## config.mk

```make
export PLATFORM = sky130hd
export DESIGN_NAME = mux4_rr_arbiter
export DESIGN_NICKNAME = d
export VERILOG_FILES = /design/src/rtl/mux4_rr_arbiter.sv
export SDC_FILE = /design/constraint.sdc
export NUM_CORES = 1
export LEC_CHECK = 0
export CAP_MARGIN = 25
export CELL_PAD_IN_SITES_DETAIL_PLACEMENT = 1
export CELL_PAD_IN_SITES_GLOBAL_PLACEMENT = 1
export CORE_MARGIN = 1
export CORE_UTILIZATION = 36
export CTS_CLUSTER_SIZE = 10
export DETAILED_ROUTE_END_ITERATION = 6
export GPL_ROUTABILITY_DRIVEN = 0
export HOLD_SLACK_MARGIN = 0.06
export PLACE_DENSITY_LB_ADDON = 0.1
export RECOVER_POWER = 50
export SLEW_MARGIN = 15
export SYNTH_ARGS = -nofsm -noshare
export SYNTH_HDL_FRONTEND = slang
export SYNTH_SLANG_ARGS = --single-unit
```

## constraint.sdc

```tcl
create_clock -name clk -period 1.85 [get_ports clk]
set_clock_uncertainty 0.15 [all_clocks]
set_input_delay 0.185 -clock clk [delete_from_list [all_inputs] [get_ports clk]]
set_output_delay 0.185 -clock clk [all_outputs]
set_load 0.02 [all_outputs]
```

## src/rtl/mux4_rr_arbiter.sv

```systemverilog
// Round-robin arbiter sharing one 4:1 mux between four requesters, with a
// bounded tenure so a busy grantee yields after MAX_HOLD cycles if others wait.
module mux4_rr_arbiter #(
  parameter int MAX_HOLD = 4
) (
  input  logic       clk,
  input  logic       rst_n,
  input  logic [3:0] req,
  output logic [3:0] grant,
  output logic [1:0] sel,
  output logic       busy
);

  localparam int CNT_W = $clog2(MAX_HOLD + 1);
  localparam logic [CNT_W-1:0] HOLD_MAX = CNT_W'(MAX_HOLD);
  localparam logic [CNT_W-1:0] HOLD_ONE = CNT_W'(1);

  // Handshake: req[i] is a level held high for the whole tenure; grant[i]
  // is the registered answer. No ready path: a granted requester owns the
  // mux until it drops req or is pre-empted.
  typedef enum logic {IDLE, BUSY} state_t;

  state_t           state, state_n;
  logic [3:0]       grant_n;
  logic [1:0]       sel_n;
  logic [1:0]       ptr, ptr_n;
  logic [CNT_W-1:0] hold_cnt, hold_n;
  logic [1:0]       win, cand;
  logic             win_ok;
  logic             take;

  // Rotating scan starting just after the last-served index. While busy,
  // ptr equals the grantee, so the scan reaches every other requester
  // before wrapping back to the grantee.
  always_comb begin
    win    = ptr;
    win_ok = 1'b0;
    cand   = '0;
    for (int k = 1; k <= 4; k++) begin
      cand = ptr + 2'(k);
      if (!win_ok && req[cand]) begin
        win    = cand;
        win_ok = 1'b1;
      end
    end
  end

  always_comb begin
    state_n = state;
    grant_n = grant;
    sel_n   = sel;
    ptr_n   = ptr;
    hold_n  = hold_cnt;
    take    = 1'b0;
    case (state)
      IDLE: begin
        if (win_ok) take = 1'b1;
      end
      BUSY: begin
        if (!req[sel]) begin
          if (win_ok) begin
            take = 1'b1;
          end else begin
            state_n = IDLE;
            grant_n = '0;
            hold_n  = '0;
          end
        end else if (hold_cnt == HOLD_MAX && (req & ~grant) != 4'b0000) begin
          take = 1'b1;
        end else if (hold_cnt != HOLD_MAX) begin
          hold_n = hold_cnt + HOLD_ONE;
        end
      end
      default: state_n = IDLE;
    endcase
    if (take) begin
      state_n = BUSY;
      grant_n = 4'b0001 << win;
      sel_n   = win;
      ptr_n   = win;
      hold_n  = HOLD_ONE;
    end
  end

  always_ff @(posedge clk or negedge rst_n) begin
    if (!rst_n) begin
      state    <= IDLE;
      grant    <= '0;
      sel      <= '0;
      ptr      <= 2'd3;
      hold_cnt <= '0;
      busy     <= 1'b0;
    end else begin
      state    <= state_n;
      grant    <= grant_n;
      sel      <= sel_n;
      ptr      <= ptr_n;
      hold_cnt <= hold_n;
      busy     <= |grant_n;
    end
  end

endmodule

```

==> results.cfg <==
[run_status]
status = complete, but fails checks
violations = setup timing

[setup_path]
setup.worst_path.start_class = register
r2r_start = sel[0]
slowest_stage = mux4_2
critPathRequiredTime_ps = 1860
ff2ff_path_depth = 3
path_class = register to register
slowest_delay_ps = 590
cp_cell_sequence = mux4_2 -> a31oi_4 -> mux2_4
cp_num_buf_inv = 0
end_kind = register
cp.arrival_ps = 1870
critical_path.max_fanout = 5
r2r_setup_slack_ps = -10
rr_endpoint = sel[1]
crit_family = multiplexers

[cts]
clk_latency_ps = 270
tritoncts = done
cts_buffers = 3
cts_hold_buf = 0
cts-root-buf = clkbuf_4
htreeDepth = 1
cts_sinks = 13
clkTransAtPathRegs_ps = 80
clk_path_buf_depth = 2

[power_and_ir_drop]
p_leak_nw = 0.5268
power_density_nw_per_um2 = 1614
total_power_w = 0.001936
ir_worst_vdd_uv = 895.2
p_sw_w = 0.0007680
swShare_pct = 39.66
clkPwrFrac_pct = 8.8
p_int_w = 0.001168
comb_power_share_pct = 63.3
seqPwrFrac_pct = 27.9

[route]
dr_wl_met3_um = 39
top_layer_used = met4
drt_iter0_drc = 7
first_pass_iters = 3
drc = 0
vias_per_cell = 5.232
met2_length_um = 1080
wire_per_inst_um = 16.21
wirelength_met1_um = 1149
num_vias = 743
drt_wl_total_um = 2302
ant_nets = 0

[synthesis]
netlist_instances = 76
synth_edf_count = 0
synth_warnings = 0
ys_seq_elements = 13
synth.distinct_cells = 35
syn-num-nets = 84
ys.flop_type = dfrtp_1
synth.avg_cell_area_um2 = 10.60
async_reset_ff_share_pct = 100.0
seq_area_frac_synth_pct = 40.68
synth_area_um2 = 805.8

[finish]
final_cells = 142
final_nets = 124
nFillCells = 231
diodes = 0
drive_above_1_share_pct = 38.26
area_delta_synth_final_pct = 48.91
multiInputGateArea_um2 = 476.7
final-seq-area_um2 = 329.1

[floorplanning]
rows = 16
fp.dieW_um = 49.31
start_util_pct = 39.46
die_h_um = 49.31
die-area_um2 = 2431
core_area_um2 = 2042
num_io_pins = 13

[global_routing]
overflow = 0
grt_pass1_vias = 814
grt_use_total_pct = 21.97
grt_pass1_wl_um = 3995
antenna_found_initial = 0
grt_max_degree = 14

[sta]
fin_crit_ps = 1863
drv_slew = 0
final-setup-viol-count = 1
rsz0062_at_grt = yes
setup_ws_ps = -12.87
relSlewSlack_pct = 63.39
fmax_mhz = 536.8
worst_slew_pin_slew_ps = 547.3
fin_crit_sh_pct = 100.7
hold_viol = 0

[place]
port-buffer-count = 12
hpwl_um = 1773
dpl.cell_count = 135

[worst_hold_path]
hold_path_class = primary input to asynchronous set/reset pin

[run]
max_cap_viol_count = 0
-- layer usage --
layer,vias to the layer above,global-route usage [%]
met5,-,0
met4,0,8.824
met1,359,29.71
met2,11,35.84
li1,369,-
met3,4,1.869
-- cell usage in the layout, fill, tap and decap left out, types with 2 or more instances in the layout --
cell type	netlist	routed
dfrtp_1	11	10
clkbuf_4	0	3
a32o_1	2	2
a31oi_1	2	2
mux2i_1	2	2
buf_4	0	23
o21ai_0	5	4
inv_1	7	7
nand2b_1	5	4
clkdlybuf4s50_1	0	11
nor4_1	2	2
o21ai_1	2	3
a21oi_1	2	2
nor2b_4	2	2
nor2_1	3	3
nor2b_1	3	3
dfstp_2	2	2
-- per-stage QoR --
step	setup WS, ps	hold slack (ps)	TNS [ps]	utilization (%)	cell area, µm²
after global placement	-236.4	327.8	-1653	54.53	1114
after CTS	-25.59	109.3	-76.64	57.23	1169
after global routing	-64.55	228.9	-306.7	58.76	1200
after detailed placement	-260.4	358.9	-2209	54.53	1114
final	-12.87	183.8	-12.87	58.76	1200
after floorplan	10.01	-260.6	0	-	807.0
-- cell type report --
class	instances	area share, %
timing repair buffer	36	25.34
sequential	13	27.42
tap	27	2.815
clock buffer	4	2.190
inverter	8	2.503
multi-input combinational	54	39.73
-- cells by family (layout without fill, tap and decap cells) --
family                     after synthesis  count (layout)  share of synthesized area (%)
AOI/OAI and AO/OA                       23              23                          24.23
DFF                                     13              13                          40.68
and+or+nand+nor                         24              24                          19.57
muxes                                    5               5                          8.074
buffers and inverters                    9              48                          4.347
adders and majority gates                2               2                          3.105
-- state kept, by name (all words and copies together) (netlist names) --
register / count
state: 1
busy: 1
hold_cnt: 3
grant: 4
ptr: 2
sel: 2
-- how the worst max path moves through the flow --
stage	startpoint	to	slack (ps)	depth (start not counted)
6_report	sel[0]	sel[1]	-10	3
5_1_grt	sel[0]	sel[0]	-60	4
4_1_cts	sel[0]	ptr[0]	-30	4
3_5_place_dp	req[3]	sel[1]	-260	4
3_3_place_gp	req[3]	sel[1]	-240	4
2_1_floorplan	sel[0]	sel[1]	10	3
-- cells in the mapped netlist, drive strengths merged, types with 3 or more instances --
cell type | number | share of area [%]
dfrtp | 11 | 34
inv | 8 | 3.7
o21ai | 7 | 4.3
nand2b | 5 | 3.9
nor2b | 5 | 5.7
a31oi | 3 | 4.2
nor2 | 3 | 1.4
nor4 | 3 | 3.1
-- timing repair --
item / 4_1_cts / 5_1_grt
endpoints found under the hold margin: 0 / 0
setup buffers: 2 / 1
pin swaps: 1 / 2
endpoints found under the setup margin: 5 / 10
gates resized for setup: 3 / 6
-- power by group through the flow --
stage               clock, W  sequential [W]  combinational, W
CTS                 0.000188        0.000538           0.00116
global route        0.000192        0.000557           0.00133
floorplan                  0        0.000602          0.000504
finish              0.000170        0.000541           0.00123
global placement           0        0.000534           0.00103
detailed placement         0        0.000541           0.00107
-- worst reg2reg max path: cells and delay by family (launching register included) --
kind	cells	cell delay (ps)
compound gates	1	290
flops	1	400
mux	2	920
Note: power is estimated with default switching activity, not from simulation.
